$ cat src/rtl/led_fade_scheduler.sv
// led_fade_scheduler
//   Round-robin sequencer for a bank of breathing-PWM fade engines. One
//   engine animates at a time: it gets a one-cycle start pulse and a captured
//   hold value. The sequencer waits for that engine's completion pulse (or a
//   timeout), waits out a dark gap, then moves to the next enabled channel.
//   The next channel is chosen in chase order or in ping-pong order.
//
// Ports
//   clk         system clock (rising edge)
//   rst         synchronous, active-high reset
//   enable      run request, level-sensitive; never aborts a running channel
//   mode        0 = chase (ascending, wraps), 1 = ping-pong (bounces)
//   en_mask     participating channels, bit i = channel i
//   hold        hold time, captured into t2 when a channel is issued
//   done        per-engine one-cycle completion pulses
//   start       one-hot, one-cycle start pulse to the selected engine
//   t2          captured hold value for the active channel
//   active_ch   index of the current or most recent channel
//   busy        high in every state except IDLE
//   timeout_err sticky completion-timeout flag, cleared only by rst
module led_fade_scheduler #(
   parameter int          N_CH    = 4,
   parameter int          T2_W    = 13,
   parameter logic [15:0] GAP     = 16'd100,
   parameter logic [19:0] TIMEOUT = 20'd1000000,
   localparam int         CH_W    = $clog2(N_CH)
) (
   input  logic              clk,
   input  logic              rst,
   input  logic              enable,
   input  logic              mode,
   input  logic [N_CH-1:0]   en_mask,
   input  logic [T2_W-1:0]   hold,
   input  logic [N_CH-1:0]   done,
   output logic [N_CH-1:0]   start,
   output logic [T2_W-1:0]   t2,
   output logic [CH_W-1:0]   active_ch,
   output logic              busy,
   output logic              timeout_err
);

   typedef enum logic [1:0] {
      S_IDLE  = 2'd0,
      S_ISSUE = 2'd1,
      S_WAIT  = 2'd2,
      S_GAP   = 2'd3
   } state_t;

   // GAP=0 still spends one cycle in the gap state. This is the same as GAP=1.
   localparam logic [15:0] GAP_LAST     = (GAP == 16'd0) ? 16'd0 : GAP - 16'd1;
   // wait_cnt_reg counts completed WAIT cycles. The timeout fires on the edge
   // where the count would reach TIMEOUT.
   localparam logic [19:0] TIMEOUT_LAST = TIMEOUT - 20'd1;

   state_t            state_reg, state_next;
   logic [CH_W-1:0]   active_ch_reg;
   logic              dir_up_reg;
   logic              first_sel_reg;   // next selection searches from index 0 inclusive
   logic [T2_W-1:0]   t2_reg;
   logic [19:0]       wait_cnt_reg;
   logic [15:0]       gap_cnt_reg;
   logic              timeout_err_reg;

   logic              do_select;
   logic              done_cur;
   logic              wait_hit;
   logic              gap_end;
   logic              run_ok;

   logic [CH_W-1:0]   low_idx, up_idx, dn_idx, sel_idx;
   logic              up_found, dn_found, sel_dir_up;

   assign done_cur = done[active_ch_reg];
   assign wait_hit = (wait_cnt_reg == TIMEOUT_LAST);
   assign gap_end  = (gap_cnt_reg >= GAP_LAST);
   assign run_ok   = enable && (|en_mask);

   // Channel search around the pointer:
   //   low_idx = lowest enabled channel
   //   up_idx  = nearest enabled channel above the pointer
   //   dn_idx  = nearest enabled channel below the pointer
   always_comb begin
      low_idx  = '0;
      up_found = 1'b0;
      up_idx   = '0;
      dn_found = 1'b0;
      dn_idx   = '0;
      for (int i = N_CH - 1; i >= 0; i--) begin
         if (en_mask[i]) begin
            low_idx = CH_W'(i);
         end
         if (en_mask[i] && (i > int'(active_ch_reg))) begin
            up_found = 1'b1;
            up_idx   = CH_W'(i);
         end
      end
      for (int i = 0; i < N_CH; i++) begin
         if (en_mask[i] && (i < int'(active_ch_reg))) begin
            dn_found = 1'b1;
            dn_idx   = CH_W'(i);
         end
      end
   end

   // Choose the next channel. When no other channel is enabled, both modes
   // fall back to the pointer itself, so a lone channel is reissued.
   always_comb begin
      sel_idx    = active_ch_reg;
      sel_dir_up = dir_up_reg;
      if (first_sel_reg) begin
         sel_idx = low_idx;
      end else if (!mode) begin
         sel_idx = up_found ? up_idx : low_idx;
      end else if (dir_up_reg) begin
         if (up_found) begin
            sel_idx = up_idx;
         end else if (dn_found) begin
            sel_idx    = dn_idx;
            sel_dir_up = 1'b0;
         end
      end else begin
         if (dn_found) begin
            sel_idx = dn_idx;
         end else if (up_found) begin
            sel_idx    = up_idx;
            sel_dir_up = 1'b1;
         end
      end
   end

   // Next-state logic
   always_comb begin
      state_next = state_reg;
      do_select  = 1'b0;
      case (state_reg)
         S_IDLE: begin
            if (run_ok) begin
               do_select  = 1'b1;
               state_next = S_ISSUE;
            end
         end
         S_ISSUE: begin
            state_next = S_WAIT;
         end
         S_WAIT: begin
            if (done_cur || wait_hit) begin
               state_next = S_GAP;
            end
         end
         S_GAP: begin
            if (gap_end) begin
               if (run_ok) begin
                  do_select  = 1'b1;
                  state_next = S_ISSUE;
               end else begin
                  state_next = S_IDLE;
               end
            end
         end
         default: begin
            state_next = S_IDLE;
         end
      endcase
   end

   always_ff @(posedge clk) begin
      if (rst) begin
         state_reg       <= S_IDLE;
         active_ch_reg   <= '0;
         dir_up_reg      <= 1'b1;
         first_sel_reg   <= 1'b1;
         t2_reg          <= '0;
         wait_cnt_reg    <= '0;
         gap_cnt_reg     <= '0;
         timeout_err_reg <= 1'b0;
      end else begin
         state_reg <= state_next;
         if (do_select) begin
            active_ch_reg <= sel_idx;
            dir_up_reg    <= sel_dir_up;
            first_sel_reg <= 1'b0;
         end
         case (state_reg)
            S_ISSUE: begin
               t2_reg       <= hold;
               wait_cnt_reg <= '0;
            end
            S_WAIT: begin
               gap_cnt_reg <= '0;
               if (wait_cnt_reg != 20'hFFFFF) begin
                  wait_cnt_reg <= wait_cnt_reg + 20'd1;
               end
               // A completion on the timeout edge still counts as on time.
               if (wait_hit && !done_cur) begin
                  timeout_err_reg <= 1'b1;
               end
            end
            S_GAP: begin
               if (gap_cnt_reg != 16'hFFFF) begin
                  gap_cnt_reg <= gap_cnt_reg + 16'd1;
               end
            end
            default: begin
            end
         endcase
      end
   end

   // start is a pure decode of ISSUE, one bit per channel
   generate
      for (genvar gi = 0; gi < N_CH; gi++) begin : g_start
         assign start[gi] = (state_reg == S_ISSUE) && (active_ch_reg == CH_W'(gi));
      end
   endgenerate

   assign t2          = t2_reg;
   assign active_ch   = active_ch_reg;
   assign busy        = (state_reg != S_IDLE);
   assign timeout_err = timeout_err_reg;

endmodule
$ cat config.mk
export PLATFORM = sky130hd
export DESIGN_NAME = led_fade_scheduler
export DESIGN_NICKNAME = d
export VERILOG_FILES = /design/src/rtl/led_fade_scheduler.sv
export SDC_FILE = /design/constraint.sdc
export NUM_CORES = 1
export LEC_CHECK = 0
export CAP_MARGIN = 20
export CELL_PAD_IN_SITES_DETAIL_PLACEMENT = 0
export CELL_PAD_IN_SITES_GLOBAL_PLACEMENT = 1
export CORE_ASPECT_RATIO = 1.2
export CORE_MARGIN = 2
export CORE_UTILIZATION = 41
export DETAILED_ROUTE_END_ITERATION = 10
export GPL_TIMING_DRIVEN = 0
export HOLD_SLACK_MARGIN = 0.03
export PLACE_DENSITY = 0.91
export RECOVER_POWER = 25
export SYNTH_ARGS = -nofsm -noshare
export SYNTH_HDL_FRONTEND = slang
export SYNTH_SLANG_ARGS = --single-unit
$ cat constraint.sdc
create_clock -name clk -period 2.71 [get_ports clk]
set_clock_uncertainty 0.15 [all_clocks]
set_input_delay 0.542 -clock clk [delete_from_list [all_inputs] [get_ports clk]]
set_output_delay 0.542 -clock clk [all_outputs]
set_load 0.02 [all_outputs]
==> impl_metrics.yaml, run 1 <==
run_status:
  outcome: "finished, final reports clean"
drt:
  wl_per_cell_um: 14.5
  drt.antenna.violating_nets: 0
  drc_errors: 0
  via_per_inst: 5.73
  routed_wl_um: 7470
  drt_iter0_drc: 121
  dr.pass1.iters: 5
  vias: 2960
pwr:
  p_per_area_mw_per_mm2: 633
  leakage_nw: 1.40
  finalPower_mw: 2.39
  ir_drop_v: 0.000349
die:
  start_util: 0.428
  dieWidth_um: 83.8
  dieArea_mm2: 0.00836
  num_rows: 34
  core_area_mm2: 0.00732
  io_pins: 46
  die_h_um: 99.7
layout:
  diodes: 0
  largest_reg_flops: 20
  drive_gt1_frac: 0.0679
  layout_common_cells: "dfxtp_1, nor2_1, clkdlybuf4s50_1, nand2_1, nand3_1"
  final_common_cell: "dfxtp_1"
  final_cell_area_mm2: 0.00378
  layout.nets: 458
  layout.cells.non_filler: 517
  area_delta_synth_final_pct: 20.7
  finalCoreUtilization: 0.517
logic_synthesis:
  synth_area_per_cell_um2: 8.31
  synth_seq_cells: 56
  synth-edff-count: 0
  synth_area_leader_cell: "dfxtp_1"
  synthTopCellsByArea: "dfxtp_1, mux2i_1, nor2_1"
  synth_nets: 408
  synth-async-reset-ratio: 0
  ys_types: 63
  synth_ff_type: "dfxtp_1"
  netlist_area_mm2: 0.00313
  yosysTopAreaCellShare: 0.358
  seq_area_frac_synth: 0.358
  ys_warn_count: 0
  syn_inst: 377
global_route:
  grt_pass1_wl_um: 12800
  overflow: 0
  antenna_found_initial: 0
  grtUsageTotal: 0.181
  grt_max_degree: 20
  grt_pass1_vias: 2806
clocking:
  clk_latency_ns: 0.31
  htree_levels: 2
  clkTransAtPathRegs_ns: 0.09
  clock_sinks: 56
  cts_tree: "yes"
  hold_buffers: 0
  clk_path_buf_depth: 2
  cts-buffers-inserted: 5
  clock-root-buffer: "clkbuf_8"
sta:
  period_share: 0.942
  setup_viol: 0
  relSlewSlack: 0.471
  tightest_slew_ns: 0.783
  fin_setup_tns_ns: 0
  maxSlewViolCount: 0
  rsz0062_at_grt: "false"
  fin_ws_ns: 0.158
  holdWs_ns: 0.353
  hold_viol_final: 0
  min_period_ns: 2.55
  fmax_ghz: 0.392
setup_path:
  critPathMaxStageDelay_ns: 0.62
  crit_family: "buffers and inverters"
  critPathKind: "reg2out"
  cp-start-kind: "flip-flop"
  path_buf_inv: 3
  end_kind: "output port"
  critPathSlowestCell: "clkdlybuf4s50_1"
  cp.required_ns: 2.02
  cp_cell_sequence: "inv_1 -> ha_1 -> inv_1 -> clkdlybuf4s50_1"
  cp.arrival_ns: 1.86
  path_max_fanout: 5
  cpMostUsedCell: "inv_1"
placed_design:
  place_area_mm2: 0.00369
  place_ws_ns: -0.540
  gp_congestion: 0.842
  dp_cells: 512
  io_buffers: 45
  dp_hpwl_um: 5600
worst_hold_path:
  hp-class: "reg2reg"
run:
  drv_cap: 0
## report_power, final
group | leakage [nW] | internal [mW] | switching [mW]
clock | 0.0400 | 0.176 | 0.256
sequential | 0.453 | 0.900 | 0.0616
combinational | 0.910 | 0.412 | 0.589
## worst paths after layout
| kind | start | endpoint | slack, ns | cells past startpoint |
|---|---|---|---|---|
| max | state_reg[0]$_SDFFE_PP0P_ | busy | 0.16 | 4 |
| min | t2[2]$_SDFFE_PP0P_ | t2[2]$_SDFFE_PP0P_ | 0.35 | 2 |
| max reg2reg | state_reg[0]$_SDFFE_PP0P_ | wait_cnt_reg[13]$_SDFFE_PP0P_ | 0.30 | 8 |
| min reg2reg | t2[2]$_SDFFE_PP0P_ | t2[2]$_SDFFE_PP0P_ | 0.35 | 2 |
## cells in the mapped netlist (5+ instances only)
master and number:
a211oi_1 5, a21oi_1 19, and3_1 5, clkbuf_1 13
dfxtp_1 56, ha_1 6, inv_1 13, mux2i_1 19
nand2_1 24, nand2b_1 7, nand3_1 22, nand4_1 7
nor2_1 46, nor3_1 12, o211ai_1 7, o21ai_0 16
or3_1 6, or4_1 6, xor2_1 9
## layer usage
| layer | part of all wire | GRT usage | vias to the layer above |
|---|---|---|---|
| met4 | 0.019 | 0.0633 | 0 |
| met5 | 0 | 0 | - |
| met1 | 0.45 | 0.227 | 1380 |
| met3 | 0.037 | 0.0290 | 16 |
| met2 | 0.50 | 0.316 | 73 |
| li1 | - | - | 1491 |
## kinds of logic after synthesis
group / Yosys count / share of synthesized area
AO/OA/AOI/OAI: 87 / 0.195
XOR/XNOR: 11 / 0.0308
adder cells (fa/ha/maj): 6 / 0.0240
buffers and inverters: 30 / 0.0392
flip-flops: 56 / 0.358
multiplexers: 22 / 0.0751
AND/OR/NAND/NOR: 165 / 0.278
## worst min-delay path, delay by kind of cell, from the launching register on
kind	cells	cell delay, ns
AND/OR/NAND/NOR	1	0.08
flip-flops	1	0.33
multiplexers	1	0.06
## area by class of cell
type	instances	area [µm²]
clock inverter	2	12.5
inverter	13	48.8
sequential	56	1120
multi-input combinational	291	1890
clock buffer	5	68.8
buffer	15	76.3
timing repair buffer	45	453
fill	712	3540
tap	90	113
## repair_timing
item | in CTS | in global routing
gates resized for setup | 5 | 2
endpoints found under the setup margin | 4 | 3
setup buffers | 0 | 0
gates cloned | 0 | 0
No activity file was read; power rests on OpenSTA's default activity.
==> run 2: changes to the inputs <==
HOLD_SLACK_MARGIN = unset   (was 0.03)
==> results of run 2 <==
Final layout, timing and power as in run 1 (identical DEF).
==> run 3: changes to the inputs <==
CORE_ASPECT_RATIO = 0.9   (was 1.2)
CORE_UTILIZATION = 37   (was 41)
PLACE_DENSITY = 0.87   (was 0.91)
clock period = 2.3 ns   (was 2.71 ns; I/O delays follow)
==> impl_metrics.yaml, run 3 (same netlist as run 1, synthesis figures left out) <==
run_status:
  outcome: "finished, final reports clean"
placed_design:
  io_buffers: 45
  place_area_mm2: 0.00372
  gp_congestion: 0.850
  dp_cells: 521
  dp_hpwl_um: 5890
drt:
  wl_per_cell_um: 15.4
  drt.antenna.violating_nets: 0
  via_per_inst: 5.77
  dr.pass1.iters: 5
  vias: 3098
  drt_iter0_drc: 190
  drc_errors: 0
  routed_wl_um: 8290
pwr:
  p_int_mw: 1.93
  switching_share: 0.375
  sequentialPowerShare: 0.371
  combPwrFrac: 0.410
  p_clk_frac: 0.219
  power.switching_mw: 1.15
  leakage_nw: 1.45
  finalPower_mw: 3.08
  p_per_area_mw_per_mm2: 771
  ir_drop_v: 0.000471
die:
  num_rows: 31
  dieWidth_um: 101
  start_util: 0.384
  die_h_um: 91.3
  core_area_mm2: 0.00815
  dieArea_mm2: 0.00922
  io_pins: 46
layout:
  area_delta_synth_final_pct: 27.7
  largest_reg_flops: 20
  layout.nets: 468
  layout.cells.non_filler: 537
  diodes: 0
  final_cell_area_mm2: 0.00400
  layout_common_cells: "dfxtp_1, nor2_1, clkdlybuf4s50_1, nand2_1, nand3_1"
  drive_gt1_frac: 0.153
  final_common_cell: "dfxtp_1"
setup_path:
  cp.required_ns: 1.69
  critPathSlowestCell: "dfxtp_2"
  path_buf_inv: 4
  path_max_fanout: 10
  cp-start-kind: "flip-flop"
  critPathKind: "reg2out"
  crit_family: "buffers and inverters"
  end_kind: "output port"
  critPathMaxStageDelay_ns: 0.38
  cp_cell_sequence: "inv_1 -> ha_1 -> clkbuf_8 -> buf_8 -> nor3b_2 -> buf_4"
  cp.arrival_ns: 1.62
sta:
  setup_viol: 0
  period_share: 0.970
  fmax_ghz: 0.448
  tightest_slew_ns: 0.620
  min_period_ns: 2.23
  maxSlewViolCount: 0
  hold_viol_final: 0
  holdWs_ns: 0.344
  fin_setup_tns_ns: 0
  relSlewSlack: 0.586
global_route:
  grt_max_degree: 19
  grtUsageTotal: 0.175
  overflow: 0
  grt_pass1_wl_um: 13400
  grt_pass1_vias: 2875
  antenna_found_initial: 0
clocking:
  hold_buffers: 0
  clk_latency_ns: 0.32
  cts_tree: "yes"
  clock-root-buffer: "clkbuf_8"
  cts-buffers-inserted: 5
  clk_path_buf_depth: 2
  htree_levels: 2
  clock_sinks: 56
  clkTransAtPathRegs_ns: 0.11
run:
  drv_cap: 0
worst_hold_path:
  hp-class: "reg2reg"
run 3: worst paths after layout:
kind / start / end / slack, ns / cells after the start
worst max-delay path: state_reg[1]$_SDFFE_PP0P_ / start[2] / 0.07 / 6
worst max register to register: wait_cnt_reg[0]$_SDFFE_PP0P_ / wait_cnt_reg[18]$_SDFFE_PP0P_ / 0.07 / 7
worst min-delay path: gap_cnt_reg[1]$_SDFFE_PP0P_ / gap_cnt_reg[1]$_SDFFE_PP0P_ / 0.34 / 2
worst min register to register: gap_cnt_reg[1]$_SDFFE_PP0P_ / gap_cnt_reg[1]$_SDFFE_PP0P_ / 0.34 / 2
run 3: worst register-to-register path: cells and delay by family, from the launching register on:
family,cells,cell delay (ns)
AOI/OAI and AO/OA,1,0.06
DFF,1,0.38
and+or+nand+nor,4,1.19
buffers and inverters,1,0.17
adders and majority gates,1,0.16
run 3: layer usage:
layer / wire length, µm / up-vias / track usage
met5: 0 / - / 0
met4: 115 / 0 / 0.0439
met3: 516 / 11 / 0.0416
met2: 3850 / 104 / 0.279
met1: 3810 / 1468 / 0.237
li1: - / 1515 / -
run 3: final cells by class:
type                       instances  area [µm²]
tap                               99         124
multi-input combinational        292        1970
clock buffer                       5        68.8
buffer                            15        91.3
fill                             806        4150
inverter                          13        48.8
timing repair buffer              54         512
clock inverter                     3        47.5
sequential                        56        1140
run 3: power by group through the flow:
stage	Combinational, mW	Clock (mW)	Sequential (mW)
2_1_floorplan	0.734	0	1.22
3_3_place_gp	1.19	0	1.16
3_5_place_dp	1.21	0	1.16
4_1_cts	1.25	0.690	1.15
5_1_grt	1.38	0.720	1.16
6_report	1.26	0.674	1.15
run 3: through the flow:
| step | setup slack, ns | util |
|---|---|---|
| finish | 0.0688 | 0.491 |
| global placement | -0.580 | 0.456 |
| global route | -0.0219 | 0.491 |
| CTS | 0.0153 | 0.477 |
| floorplan | 0.0959 | - |
| detailed placement | -0.597 | 0.456 |
run 3: repair_timing:
action	4_1_cts	5_1_grt
gates resized for setup	35	15
gates cloned	1	0
setup endpoints to repair	20	32
pin swaps	1	1
setup buffers	0	9
==> edit: new RTL, config.mk and constraints of run 3 <==
Set the parameter `N_CH` to 8 (it was 4).
--- a/src/rtl/led_fade_scheduler.sv
+++ b/src/rtl/led_fade_scheduler.sv
@@ -19,7 +19,7 @@
 //   busy        high in every state except IDLE
 //   timeout_err sticky completion-timeout flag, cleared only by rst
 module led_fade_scheduler #(
-   parameter int          N_CH    = 4,
+   parameter int          N_CH    = 8,
    parameter int          T2_W    = 13,
    parameter logic [15:0] GAP     = 16'd100,
    parameter logic [19:0] TIMEOUT = 20'd1000000,
Ports: changed (resized active_ch, done, en_mask and start); port bits go from 46 to 59. The function was not compared with the original's and may differ.
==> edit against run 3 <==
- combinational power increased by 34%
- sequential cell count increased by 1
- design area increased by 18%
- power increased by 29%
- routed wire length increased by 14%
- core utilization increased by 2.7 points
- non-clock buffer count increased by 15
- area after synthesis increased by 10%
- setup slack got worse by 0.011 ns
- sequential share of layout area decreased by 3.9 points
==> edit: results (changes against run 3) <==
- The run finished with clean final reports.
- The sequential cell area in the final layout is 1150 um2 (+1.5%).
- The quantity of gates resized following cts is 63 (+80%).
- The top fanout value on the critical path is 7 (-3).
- The final HPWL from detailed placement was 6750 um (+15%).
- The multi-input combinational area share was 0.507 (+0.0140).
- The async set-reset flop share out of synthesis came to 0 (unchanged).
- Leaving out fill and tap cells, the most frequent cell in the layout is nor2_1.
- The clock tree buffer count of the final layout is 12 (+7).
- The number of buffer cells added on primary ports is 56 (+24%).
- The slowest cell on the critical path is dlygate4sd2_1.
- The most critical setup path has its startpoint at en_mask[6].
- The adder-cell share of the synthesized area is 0.0218 (-0.00221).
- The average wire per standard cell is 14.9 um (-3.3%).
- By area the synthesized netlist is led by dfxtp_1 (33%), nor2_1 (7.8%), mux2i_1 (4.4%).
- The total number of vias was 3474 (+12%).
- The worst path setup slack after routing is 0.0583 ns (-0.0105 ns).
- The non-clock buffering overhead in the final layout is 0.158 (+0.00713).
- The leakage power figure is 1.64 nW (+13%).
- In the synthesized netlist, the cells that appear most often are nor2_1 (72), dfxtp_1 (57), nand2_1 (33), a21oi_1 (26), nand3_1 (21).
- The average size of a mapped cell is 8.00 um2 (-3.7%).
- The clock buffer and inverter area fraction after layout is 0.0489 (+0.0198).
- The portion of netlist area occupied by mux cells is 0.0729 (-0.00220).
- The final layout net count is 543 (+16%).
- The total power per unit cell area was 843 nW/um2 (+9.3%).
- The maximum number of pins on one net before global-route repair is 11 (-8).
- The horizontal die dimension is 106 um (+4.8%).
- The number of signal-net buffers in the layout came to 84 (+22%).
- The final worst hold slack was 0.343 ns (-0.00125 ns).
- The worst setup slack after placement was -0.629 ns (-0.0319 ns).
- The number of instances in the placed design is 609 (+17%).
- The number of unique standard cell types used by synthesis came to 67 (+6.3%).
- The CTS buffer count came to 9 (+4).
- The global router's overall resource usage is 0.191 (+0.0161).
- The net count after synthesis is 470 (+15%).
- The number of non-filler instances in the completed layout is 631 (+18%).
- In this run the most critical hold path is launched from t2[0].
- The instance area after placement is 4170 um2 (+12%).
- The pin slew with the least headroom to its limit is 0.659 ns (+0.0384 ns).
- The initial detailed-routing violation count is 169 (-11%).
- The sequential element share of the synthesized area came to 0.331 (-0.0272).
- The multi-input combinational cell count was 341 (+17%).
- The kind of cell with the highest combined delay along the critical path is compound AO/OA/AOI/OAI gates.
- The final-layout fill cell count is 856 (+6.2%).
- The xor-xnor portion of the synthesized cell area is 0.0355 (+0.00478).
- The endpoint of the worst-slack reg-to-reg timing path is gap_cnt_reg[3].
- The register bit count reported by yosys is 57 (+1.8%).
- The clock-pin slew reported for the worst setup and hold paths after clock tree synthesis was 0.06 ns (-0.05 ns).
- The complex-gate fraction of the synthesized area is 0.201 (+0.00598).
- The final weighted congestion in routability-driven placement was 0.911 (+7.1%).
- The data arrival time of the critical path was 2.32 ns (+0.70 ns).
- The critical path ends at active_ch[0].
edit: changes by cell type in the layout (fill, tap and decap cells not counted), moves of 6 or more:
cell / run 3 / this run
clkdlybuf4s50_1: 26 / 35
inv_1: 13 / 7
nor2_1: 46 / 70
a21oi_1: 19 / 25
dlygate4sd3_1: 14 / 6
a31oi_1: 4 / 10
nand2_1: 24 / 33
dlygate4sd2_1: 1 / 7
o21ai_0: 16 / 10
edit: kinds of logic after synthesis:
group / Yosys count
buffers and inverters: 33
multiplexers: 22
AND/OR/NAND/NOR: 201
AO/OA/AOI/OAI: 98
adder cells (fa/ha/maj): 6
XOR/XNOR: 14
flip-flops: 57
edit: metal layers:
layer  up-vias  wire, um  GRT usage
met4         0        68     0.0515
met2        72      4590      0.319
li1       1727         -          -
met1      1669      4330      0.243
met3         6       433     0.0547
met5         -         0          0
edit: power by group:
group	internal [W]	switching, W
sequential	0.00109	0.0000924
combinational	0.000756	0.000938
clock	0.000670	0.000419
total	0.00252	0.00145
